<file path="src/rtl/rx_frame_align_pkg.sv">
// Shared SDH framing constants, state encoding and A1/A2 pattern helper
// for the STM-1 receive frame aligner.
package rx_frame_align_pkg;

  localparam int unsigned FRMLEN_DEF  = 2430;
  localparam logic [7:0]  A1PAT_DEF   = 8'hF6;
  localparam logic [7:0]  A2PAT_DEF   = 8'h28;
  localparam int unsigned OOFERR_DEF  = 4;
  localparam int unsigned LOFTIME_DEF = 58320;

  localparam int unsigned BYTE_W    = 8;
  localparam int unsigned WIN_BYTES = 6;
  localparam int unsigned FCNT_W    = 12;
  localparam int unsigned ERRCNT_W  = 3;
  localparam int unsigned LOFTMR_W  = 16;

  typedef enum logic [1:0] {
    ST_HUNT    = 2'd0,
    ST_PRESYNC = 2'd1,
    ST_INFRAME = 2'd2
  } frm_state_e;

  // Framing word as it appears in the byte window, oldest byte in the MSBs.
  function automatic logic [BYTE_W*WIN_BYTES-1:0] frame_pattern(
    input logic [BYTE_W-1:0] a1,
    input logic [BYTE_W-1:0] a2
  );
    return {a1, a1, a1, a2, a2, a2};
  endfunction

endpackage

</file>
<file path="src/rtl/rx_frame_align_a1a2_detect.sv">
// A1/A2 framing detector: keeps the last five received bytes and flags,
// combinationally, when they plus the current byte form A1,A1,A1,A2,A2,A2.
module rx_frame_align_a1a2_detect
  import rx_frame_align_pkg::*;
#(
  parameter logic [7:0] A1PAT = A1PAT_DEF,
  parameter logic [7:0] A2PAT = A2PAT_DEF
) (
  input  logic              clk19,
  input  logic              rst,
  input  logic [BYTE_W-1:0] dirx,
  output logic              match_c
);

  localparam int unsigned HIST_W = BYTE_W * (WIN_BYTES - 1);

  logic [HIST_W-1:0] hist_q;
  logic [HIST_W-1:0] hist_d;

  always_comb begin
    hist_d  = {hist_q[HIST_W-BYTE_W-1:0], dirx};
    match_c = ({hist_q, dirx} == frame_pattern(A1PAT, A2PAT));
  end

  // Zeroed history cannot alias the framing word, so no match before six bytes.
  always_ff @(posedge clk19) begin
    if (rst) begin
      hist_q <= '0;
    end else begin
      hist_q <= hist_d;
    end
  end

endmodule

</file>
<file path="src/rtl/rx_frame_align.sv">
// STM-1 receive frame aligner: HUNT/PRESYNC/INFRAME acquisition with a
// flywheel frame counter, OOF/LOF status and per-frame error pulses.
module rx_frame_align
  import rx_frame_align_pkg::*;
#(
  parameter int unsigned FRMLEN  = FRMLEN_DEF,
  parameter logic [7:0]  A1PAT   = A1PAT_DEF,
  parameter logic [7:0]  A2PAT   = A2PAT_DEF,
  parameter int unsigned OOFERR  = OOFERR_DEF,
  parameter int unsigned LOFTIME = LOFTIME_DEF
) (
  input  logic       clk19,
  input  logic       rst,
  input  logic [7:0] dirx,
  output logic       rxsof,
  output logic       oof,
  output logic       lof,
  output logic       frmerr
);

  localparam logic [FCNT_W-1:0]   FCNT_LAST = FCNT_W'(FRMLEN - 1);
  localparam logic [ERRCNT_W-1:0] ERR_LIMIT = ERRCNT_W'(OOFERR);
  localparam logic [LOFTMR_W-1:0] LOF_LIMIT = LOFTMR_W'(LOFTIME);

  frm_state_e          state_q, state_d;
  logic [FCNT_W-1:0]   fcnt_q, fcnt_d;
  logic [ERRCNT_W-1:0] errcnt_q, errcnt_d;
  logic [LOFTMR_W-1:0] loftmr_q, loftmr_d;
  logic                rxsof_q, rxsof_d;
  logic                frmerr_q, frmerr_d;
  logic                oof_q, oof_d;
  logic                lof_q, lof_d;

  logic                match_c;
  logic                check_pt_c;
  logic [FCNT_W-1:0]   fcnt_inc_c;
  logic [ERRCNT_W-1:0] errcnt_inc_c;

  rx_frame_align_a1a2_detect #(
    .A1PAT (A1PAT),
    .A2PAT (A2PAT)
  ) u_a1a2_detect (
    .clk19   (clk19),
    .rst     (rst),
    .dirx    (dirx),
    .match_c (match_c)
  );

  always_comb begin
    check_pt_c   = (fcnt_q == FCNT_LAST);
    fcnt_inc_c   = check_pt_c ? '0 : fcnt_q + FCNT_W'(1);
    errcnt_inc_c = errcnt_q + ERRCNT_W'(1);
  end

  // Acquisition / flywheel state machine.
  always_comb begin
    state_d  = state_q;
    fcnt_d   = fcnt_inc_c;
    errcnt_d = errcnt_q;
    rxsof_d  = 1'b0;
    frmerr_d = 1'b0;
    unique case (state_q)
      ST_HUNT: begin
        if (match_c) begin
          state_d = ST_PRESYNC;
          fcnt_d  = '0;
        end
      end
      ST_PRESYNC: begin
        if (check_pt_c) begin
          if (match_c) begin
            state_d = ST_INFRAME;
            rxsof_d = 1'b1;
          end else begin
            state_d = ST_HUNT;
          end
        end
      end
      ST_INFRAME: begin
        if (check_pt_c) begin
          if (match_c) begin
            errcnt_d = '0;
            rxsof_d  = 1'b1;
          end else begin
            frmerr_d = 1'b1;
            if (errcnt_inc_c == ERR_LIMIT) begin
              state_d  = ST_HUNT;
              errcnt_d = '0;
            end else begin
              errcnt_d = errcnt_inc_c;
              rxsof_d  = 1'b1;
            end
          end
        end
      end
      default: state_d = ST_HUNT;
    endcase
  end

  // LOF integrates the current OOF level; any OOF edge restarts the timer.
  always_comb begin
    oof_d = (state_d != ST_INFRAME);
    if (oof_d != oof_q) begin
      loftmr_d = '0;
    end else if (loftmr_q != LOF_LIMIT) begin
      loftmr_d = loftmr_q + LOFTMR_W'(1);
    end else begin
      loftmr_d = loftmr_q;
    end
    lof_d = (loftmr_d == LOF_LIMIT) ? oof_d : lof_q;
  end

  always_ff @(posedge clk19) begin
    if (rst) begin
      state_q  <= ST_HUNT;
      fcnt_q   <= '0;
      errcnt_q <= '0;
      loftmr_q <= '0;
      rxsof_q  <= 1'b0;
      frmerr_q <= 1'b0;
      oof_q    <= 1'b1;
      lof_q    <= 1'b0;
    end else begin
      state_q  <= state_d;
      fcnt_q   <= fcnt_d;
      errcnt_q <= errcnt_d;
      loftmr_q <= loftmr_d;
      rxsof_q  <= rxsof_d;
      frmerr_q <= frmerr_d;
      oof_q    <= oof_d;
      lof_q    <= lof_d;
    end
  end

  assign rxsof  = rxsof_q;
  assign frmerr = frmerr_q;
  assign oof    = oof_q;
  assign lof    = lof_q;

endmodule

</file>
<file path="config.mk">
export PLATFORM = sky130hd
export DESIGN_NAME = rx_frame_align
export DESIGN_NICKNAME = d
export VERILOG_FILES = /design/src/rtl/rx_frame_align_pkg.sv /design/src/rtl/rx_frame_align_a1a2_detect.sv /design/src/rtl/rx_frame_align.sv
export SDC_FILE = /design/constraint.sdc
export NUM_CORES = 1
export LEC_CHECK = 0
export BUFFER_PORTS_ARGS = -buffer_cell sky130_fd_sc_hd__buf_2
export CAP_MARGIN = 20
export CORE_ASPECT_RATIO = 1.5
export CORE_MARGIN = 5
export CORE_UTILIZATION = 24
export CTS_CLUSTER_DIAMETER = 80
export DETAILED_ROUTE_END_ITERATION = 10
export PLACE_DENSITY = 0.36
export SETUP_SLACK_MARGIN = 0.5
export SYNTH_ARGS = -nofsm -noshare
export SYNTH_HDL_FRONTEND = slang
export SYNTH_SLANG_ARGS = --single-unit
</file>
<file path="constraint.sdc">
create_clock -name clk19 -period 2.45 [get_ports clk19]
set_input_delay 0.49 -clock clk19 [delete_from_list [all_inputs] [get_ports clk19]]
set_output_delay 0.49 -clock clk19 [all_outputs]
set_load 0.005 [all_outputs]
</file>
== Yosys cells after proc, flatten, opt, wreduce, memory -nomap -nowiden ==
Index checks and enable logic that the tools add are counted.
Operators by class
  add/subtract/negate cells: 3
  equal/unequal tests: 9
  muxes and demuxes: 21
  bitwise gates (word level): 2
  reductions and logical operators: 3
Operator list (count)
  $eq 48x48->1 const B: 1
  $mux 12: 3
  $mux 16: 2
  $add 16x1->16 const B: 1
  $eq 16x16->1 const B: 1
  $ne 16x16->1 const B: 1
  $add 12x1->12 const B: 1
  $eq 12x12->1 const B: 1
  $mux 2: 6
  $mux 1: 6
  $mux 3: 2
  $pmux 2 s3: 1
  $add 3x1->3 const B: 1
  $eq 3x3->1 const B: 1
  $reduce_or 3->1: 1
  $eq 2x1->1 const B: 1
  $eq 2x2->1 const B: 1
  $logic_not 2->1: 1
  $ne 2x2->1 const B: 1
  $not 1->1: 2
  $pmux 1 s2: 1
  $reduce_and 2->1: 1
  $ne 1x1->1: 1
Word-level totals
  logic and storage cells: 47
  bits of input ports: 10
  output and inout bits: 4
  flip-flop bits (word level): 77

== Logic depth before layout (Yosys ltp) ==
Gate-level depths: netlist of the first run.
  depth in word-level cells: 10
  mapped depth: 10
  depth with buffers taken out: 9

== Hierarchy ==
Synthesis of the first run repeated with hierarchy kept, for this count alone.
Second synthesis, totals
  cell total of the unflattened synthesis: 347
  area total of the unflattened synthesis: 3343.2 µm²
Modules (own cells, without submodules)
  rx_frame_align: times used 1, seq. area each 740.7 µm², area each 2124.5 µm², cells an instance 247
  rx_frame_align_a1a2_detect: times used 1, seq. area each 800.8 µm², area each 1218.7 µm², cells an instance 100

== Worst setup path before layout of the first run ==
Ideal clock, no wire load.
  path kind: input-to-reg
  start: input dirx[7]
  end: register loftmr_q[5]
  setup time: 0.132 ns
  path buffers: 1
  required time: 2.318 ns
  setup slack: 0.012 ns
  data arrival time: 2.306 ns
  stages: 8
  cells stage by stage: nor4_1 > nand4_1 > or4_1 > a211oi_1 > a21oi_2 > xnor2_2 > buf_4 > nor3_1
On the way
  word-level cells in the longest chain between the ends: 7
  elaborated cells on any way between the ends: 10
  classes of those cells: 3 x eq/ne; 7 x mux
RTL lines
  from (decl): line rx_frame_align.sv:14  | input logic [7:0] dirx,
  $eq 48x48->1 *: line rx_frame_align_a1a2_detect.sv:22  | match_c = ({hist_q, dirx} == frame_pattern(A1PAT, A2PAT));
  $mux 2, on equally long branches: line rx_frame_align.sv:81, rx_frame_align.sv:71
  $mux 2, on equally long branches: line rx_frame_align.sv:80, rx_frame_align.sv:70
  $pmux 2 s3 *: line rx_frame_align.sv:62  | unique case (state_q)
  $ne 2x2->1 *: line rx_frame_align.sv:102  | oof_d = (state_d != ST_INFRAME);
  $ne 1x1->1 *: line rx_frame_align.sv:103  | if (oof_d != oof_q) begin
  $mux 16 *: line rx_frame_align.sv:103
  to (signal assigned): line rx_frame_align.sv:127  | loftmr_q <= loftmr_d;
  to (decl): line rx_frame_align.sv:28  | logic [LOFTMR_W-1:0] loftmr_q, loftmr_d;
Every way passes the cells marked *; elsewhere a longest branch is shown, timed or not.
A chain may end at the register's enable or synchronous reset.

== Worst setup path after layout of the first run ==
  start: register u_a1a2_detect.hist_q[27]
  end: register loftmr_q[5]
On the way
  word-level cells in the longest chain between the ends: 7
  elaborated cells on any way between the ends: 10
  classes of those cells: 3 x eq/ne; 7 x mux
RTL lines
  from (decl): line rx_frame_align_a1a2_detect.sv:17  | logic [HIST_W-1:0] hist_q;
  from (signal assigned): line rx_frame_align_a1a2_detect.sv:30  | hist_q <= hist_d;
  $eq 48x48->1 *: line rx_frame_align_a1a2_detect.sv:22
  $mux 2, on equally long branches: line rx_frame_align.sv:81, rx_frame_align.sv:71
  $mux 2, on equally long branches: line rx_frame_align.sv:80, rx_frame_align.sv:70
  $pmux 2 s3 *: line rx_frame_align.sv:62
  $ne 2x2->1 *: line rx_frame_align.sv:102
  $ne 1x1->1 *: line rx_frame_align.sv:103
  $mux 16 *: line rx_frame_align.sv:103
Marked as above.

==> results of run 1 <==
-- per-stage QoR --
step | std cells | utilization
after detailed placement | 540 | 0.272
after global routing | 561 | 0.302
after floorplan | 352 | -
after global placement | 540 | 0.272
after CTS | 557 | 0.295
final | 561 | 0.302
-- cell families after synthesis --
group / share of synthesized area
xor gates and xnor gates: 0.0775
muxes: 0.00297
DFF: 0.457
adders and majority gates: 0.0371
buffers and inverters: 0.0456
and+or+nand+nor: 0.319
AOI/OAI and AO/OA: 0.0608
-- cell type report --
cell class | instances | area [sq um] | area share
Clock buffer | 9 | 225 | 0.0535
Clock inverter | 7 | 63.8 | 0.0152
Inverter | 12 | 45.0 | 0.0107
Multi-Input combinational cell | 246 | 1790 | 0.425
Sequential cell | 77 | 1550 | 0.367
Tap cell | 165 | 206 | 0.0490
Timing Repair Buffer | 45 | 334 | 0.0793
-- what timing repair did --
item	CTS	global route
hold buffers	0	0
setup buffers	1	4
pin swaps	5	8
gates resized for setup	4	16
endpoints found under the setup margin	32	35
-- routing by layer --
metal / GRT usage / routed length [um] / vias to the layer above
met1: 0.105 / 3180 / 1174
li1: - / - / 1299
met5: 0 / 0 / -
met4: 0.0481 / 163 / 0
met3: 0.0249 / 199 / 10
met2: 0.166 / 3890 / 23
-- layout by cell type (no fill, tap or decap), types with 12 or more instances in the layout --
cell | synthesis | layout
buf_2 | 1 | 13
buf_4 | 2 | 29
dfxtp_1 | 77 | 73
inv_1 | 12 | 12
nand2_1 | 16 | 16
nand3_1 | 13 | 13
nor2_1 | 25 | 24
nor2b_1 | 41 | 41
nor3_1 | 22 | 22
xnor2_1 | 14 | 14
xor2_1 | 14 | 14
-- power groups by stage --
stage                     clock [uW]  sequential (uW)  combinational [uW]
after CTS                       1320             1300                 123
after global placement             0             1330                 121
after global routing            1370             1310                 138
after detailed placement           0             1330                 121
final                           1260             1300                 123
after floorplan                    0             1320                75.7
-- cells in the mapped netlist, types with 2 or more instances --
| master | count |
|---|---|
| a21o_1 | 2 |
| nand4b_1 | 2 |
| and2_1 | 2 |
| nor4_1 | 6 |
| nor4bb_1 | 7 |
| and4_1 | 4 |
| o21ai_0 | 4 |
| xnor2_1 | 14 |
| or4_1 | 2 |
| a31oi_1 | 3 |
| nand4_1 | 7 |
| nor2b_1 | 41 |
| nor3b_1 | 6 |
| buf_4 | 2 |
| nand2b_1 | 4 |
| dfxtp_1 | 77 |
| buf_6 | 3 |
| a211o_1 | 2 |
| or2_2 | 2 |
| nor3_1 | 22 |
| clkbuf_1 | 7 |
| a211oi_1 | 2 |
| and3_1 | 5 |
| inv_1 | 12 |
| nor2_1 | 25 |
| xor2_1 | 14 |
| ha_1 | 10 |
| nand3b_1 | 2 |
| a21oi_1 | 7 |
| and4bb_2 | 2 |
| nand2_1 | 16 |
| and4b_1 | 2 |
| nand3_1 | 13 |
-- state kept, by name, summed over array words and instances (netlist names) --
signal and cells:
rxsof 1, oof 1, u_a1a2_detect.hist_q 40, frmerr 1
fcnt_q 12, lof 1, state_q 2, errcnt_q 3
loftmr_q 16
-- worst min-delay path by stage --
stage                                         from  cells past startpoint                  endpoint  slack, ns
after floorplan            u_a1a2_detect.hist_q[3]                      1  u_a1a2_detect.hist_q[11]       0.43
after global placement    u_a1a2_detect.hist_q[17]                      1  u_a1a2_detect.hist_q[25]       0.45
after detailed placement  u_a1a2_detect.hist_q[26]                      1  u_a1a2_detect.hist_q[34]       0.44
after CTS                                  dirx[6]                      2   u_a1a2_detect.hist_q[6]       0.37
after global routing                       dirx[5]                      2   u_a1a2_detect.hist_q[5]       0.39
final                                      dirx[6]                      2   u_a1a2_detect.hist_q[6]       0.39
==> reports/qor.yml, run 1 <==
power:
  power_density_mw_per_mm2: 639
  p_int_uw: 2050
  total_power_uw: 2690
  clkPwrFrac: 0.470
  p_sw_uw: 641
  pwr-share-seq: 0.485
  switching_share: 0.238
  ir_worst_vdd_mv: 0.288
  leakage_uw: 0.00157
  power_frac_comb: 0.046
timing:
  worst-slew-pin-transition_ns: 0.494
  worst_slew_margin_rel: 0.669
  fin_crit_sh: 0.929
  finalHoldViolCount: 0
  worst_slack_ns: 0.173
  rsz0062_at_grt: "true"
  maxSlewViolCount: 0
  fmax_ghz: 0.439
  fin_setup_tns_ns: 0
  setup_viol: 0
  timing.final.crit_period_ns: 2.28
  clock_skew_ns: 0.00742
  whs_ns: 0.388
detailed_routing:
  drc: 0
  viasPerCell: 4.47
  via_count: 2506
  wl_per_cell_um: 13.2
  wl_um: 7430
  drt-initial-drc-count: 57
  drt_first_pass_iters: 4
  antenna_left: 0
worst_setup_path:
  r2r-start: "u_a1a2_detect.hist_q[27]"
  r2r-end: "loftmr_q[5]"
  path_buf_inv: 1
  crit_slowest_cell: "or4_1"
  r2r_slack_ns: 0.17
  path_max_fanout: 16
  crit_end: "loftmr_q[5]"
  path_class: "flop to flop"
  max_stage_delay_ns: 0.62
  r2r_cells: 8
  cpLargestDelayFamily: "simple AND/OR/NAND/NOR gates"
  critPathRequiredTime_ns: 2.70
  cp_num_cells: 8
  worstSetupStartpointType: "flop"
  critPathLaunch: "u_a1a2_detect.hist_q[27]"
  crit_chain: "nor4bb_2 > nand4_1 > or4_1 > o211ai_2 > a21oi_2 > xnor2_2 > buf_12 > nor3_1"
  end_kind: "flop"
  worstPathArrival_ns: 2.53
synthesis:
  yosys_warnings: 0
  synth_area_leaders: "dfxtp_1 46%, nor2b_1 7.6%, ha_1 3.7%, xnor2_1 3.6%, xor2_1 3.6%"
  ys_seq_area_frac: 0.457
  synthesis.nets: 372
  ys.flop_type: "dfxtp_1"
  syn_area_sq_mm: 0.00338
  synth.top_cell.area_share: 0.457
  async_flop_share: 0
  synth_seq_cells: 77
  synthCells: 352
  synth_top_area_cell: "dfxtp_1"
  synth_cell_type_count: 56
  synth_edf_count: 0
  syn_avg_cell_area_sq_um: 9.59
finish:
  layout-drive-gt1-share: 0.235
  final_nets: 411
  diodes: 0
  stdcell_area_sq_mm: 0.00421
  synthToLayoutAreaGrowth_pct: 24.8
  fill_cells: 1459
global_routing:
  grt_use_total: 0.0949
  grt_pass1_vias: 2524
  antenna_found_initial: 0
  grt_pass1_wl_um: 12200
  grt_max_degree: 27
  grt_remaining_overflow: 0
clocking:
  cts_tree: "built"
  cts_num_sinks: 77
  cts-root-buf: "clkbuf_16"
  clock_latency_ns: 0.33
  clk_pin_slew_ns: 0.06
  htreeDepth: 3
  cts_buffers: 9
  clk_path_buf_depth: 2
run:
  drv_cap: 0
floorplanning:
  dieArea_sq_mm: 0.0166
  die_x_um: 107
  core_area_sq_mm: 0.0139
  ios: 14
  initial_core_util: 0.242
  rows: 53
  die-height_um: 155
placement:
  place_hpwl_um: 5590
  routabilityCongestion: 0.773
  port_buffers: 13
  placed_area_sq_mm: 0.00378
  post-place-ws_ns: -0.183
run_status:
  status: "completed"
hold_path:
  hold_path_class: "primary input to flop"
(Power assumes the default switching activity.)
==> run 2, diff against run 1 <==
--- a/config.mk
+++ b/config.mk
@@ -12,7 +12,7 @@
 export CORE_UTILIZATION = 24
 export CTS_CLUSTER_DIAMETER = 80
 export DETAILED_ROUTE_END_ITERATION = 10
-export PLACE_DENSITY = 0.36
+export PLACE_DENSITY = 0.35
 export SETUP_SLACK_MARGIN = 0.5
 export SYNTH_ARGS = -nofsm -noshare
 export SYNTH_HDL_FRONTEND = slang
==> constraint.sdc (replaced) <==
create_clock -name clk19 -period 2.6 [get_ports clk19]
set_input_delay 0.52 -clock clk19 [delete_from_list [all_inputs] [get_ports clk19]]
set_output_delay 0.52 -clock clk19 [all_outputs]
set_load 0.005 [all_outputs]
==> reports/qor.yml, run 2 (synthesis results as in run 1) <==
worst_setup_path:
  path_buf_inv: 1  # unchanged
  worstSetupStartpointType: "flop"
  cpLargestDelayFamily: "compound AO/OA/AOI/OAI gates"
  max_stage_delay_ns: 0.41  # -0.21 ns
  worstPathArrival_ns: 2.52  # about the same
  path_class: "flop to flop"
  path_max_fanout: 8  # -8
  end_kind: "flop"
  crit_slowest_cell: "dfxtp_2"
  critPathRequiredTime_ns: 2.86  # +0.16 ns
  crit_chain: "ha_2 > buf_4 > a21oi_1 > o311a_2 > a311oi_1 > a211o_1 > nor4_4 > a21bo_2 > a31oi_1"
floorplanning:
  dieArea_sq_mm: 0.0166  # unchanged
  ios: 14  # unchanged
  initial_core_util: 0.242  # unchanged
  core_area_sq_mm: 0.0139  # unchanged
  die_x_um: 107  # unchanged
  rows: 53  # unchanged
  die-height_um: 155  # unchanged
run_status:
  status: "completed"
timing:
  rsz0062_at_grt: "true"
  maxSlewViolCount: 0  # unchanged
  fmax_ghz: 0.441  # +0.41%
  finalHoldViolCount: 0  # unchanged
  setup_viol: 0  # unchanged
  fin_crit_sh: 0.872  # -0.0572
  timing.final.crit_period_ns: 2.27  # -0.00935 ns
  clock_skew_ns: 0.00676  # -0.000662 ns
  worst_slew_margin_rel: 0.667  # -0.00215
  worst-slew-pin-transition_ns: 0.497  # +0.00321 ns
  whs_ns: 0.417  # +0.0291 ns
global_routing:
  grt_pass1_wl_um: 12800  # +4.8%
  antenna_found_initial: 0  # unchanged
  grt_use_total: 0.0984  # +0.00353
  grt_pass1_vias: 2520  # -0.16%
  grt_remaining_overflow: 0  # unchanged
  grt_max_degree: 46  # +70%
power:
  ir_worst_vdd_mv: 0.327  # +13%
  total_power_uw: 2620  # -2.7%
  power_density_mw_per_mm2: 622  # -2.7%
  leakage_uw: 0.00156  # -0.59%
run:
  drv_cap: 0  # unchanged
detailed_routing:
  wl_um: 7540  # +1.4%
  antenna_left: 0  # unchanged
  drc: 0  # unchanged
  drt-initial-drc-count: 41  # -28%
  via_count: 2462  # -1.8%
  drt_first_pass_iters: 5  # +1
  wl_per_cell_um: 13.6  # +2.3%
  viasPerCell: 4.43  # -0.87%
finish:
  final_cell_mix: "68 x dfxtp_1, 41 x nor2b_1, 25 x nor2_1"
  top_register: "u_a1a2_detect.hist_q"
  final_common_cell: "dfxtp_1"
  regArea_sq_mm: 0.00156  # +0.57%
  top_regs: "u_a1a2_detect.hist_q (40), loftmr_q (16), fcnt_q (12)"
  diodes: 0  # unchanged
  final_cells: 556  # -0.89%
  final_nets: 406  # -1.2%
  largest_reg_flops: 40  # unchanged
  layout-drive-gt1-share: 0.238  # +0.00300
  multi_input_area_sq_mm: 0.00179  # +0.14%
  synthToLayoutAreaGrowth_pct: 24.7  # about the same
  fill_cells: 1470  # +0.75%
placement:
  place_hpwl_um: 5580  # -0.20%
  placedCellCount: 535  # -0.93%
  port_buffers: 13  # unchanged
  routabilityCongestion: 0.816  # +5.6%
clocking:
  htreeDepth: 3  # unchanged
  cts_buffers: 9  # unchanged
  clk_pin_slew_ns: 0.06  # about the same
  clk_path_buf_depth: 2  # unchanged
  cts_tree: "built"
  postCtsHoldBufs: 0  # unchanged
  clock_latency_ns: 0.33  # about the same
  cts-root-buf: "clkbuf_16"
  cts_num_sinks: 77  # unchanged
hold_path:
  hold_path_class: "primary input to flop"
run 2: repair_timing:
| item | in CTS | in global routing |
|---|---|---|
| endpoints found under the setup margin | 18 | 32 |
| resized for setup | 12 | 15 |
| pin swaps | 1 | 3 |
| setup buffers | 4 | 1 |
run 2: where the power goes:
| part | internal [uW] | leakage (uW) | switching, uW |
|---|---|---|---|
| combinational | 54.5 | 0.000784 | 59.8 |
| clock | 756 | 0.000148 | 517 |
| sequential | 1210 | 0.000630 | 21.8 |
| total | 2020 | 0.00156 | 598 |
run 2: area by class of cell:
type	count	share of cell area
clock inverters	7	0.0190
multi-input cells	246	0.426
well taps	165	0.0490
flip-flops and latches	77	0.369
clock buffers	9	0.0535
repair buffers	40	0.0725
inverters	12	0.0107
run 2: worst register-to-register path: cells and delay by family, from the launching register on:
kind	cells	cell delay (ns)
DFF	1	0.41
adders and majority gates	1	0.28
and+or+nand+nor	1	0.06
buffers and inverters	1	0.15
AOI/OAI and AO/OA	6	1.30
run 2: final timing paths:
| path | from | end | slack, ns | depth (start not counted) |
|---|---|---|---|---|
| setup / recovery | loftmr_q[1] | lof | 0.33 | 9 |
| hold / removal | dirx[4] | u_a1a2_detect.hist_q[4] | 0.42 | 2 |
| setup reg to reg | loftmr_q[1] | lof | 0.33 | 9 |
| hold reg to reg | u_a1a2_detect.hist_q[30] | u_a1a2_detect.hist_q[38] | 0.46 | 1 |
run 2: metrics by stage:
| stage | utilization | setup TNS [ns] | setup slack (ns) | cell area, sq um |
|---|---|---|---|---|
| 2_1_floorplan | - | 0 | 0.199 | 3390 |
| 3_3_place_gp | 0.270 | -1.11 | -0.0696 | 3750 |
| 3_5_place_dp | 0.270 | -1.16 | -0.0738 | 3750 |
| 4_1_cts | 0.297 | 0 | 0.274 | 4140 |
| 5_1_grt | 0.302 | 0 | 0.222 | 4210 |
| 6_report | 0.302 | 0 | 0.332 | 4210 |
run 2: metal layers:
layer | wire (um) | track usage
met1 | 3270 | 0.113
met2 | 3890 | 0.171
met3 | 190 | 0.0249
met4 | 183 | 0.0445
met5 | 0 | 0
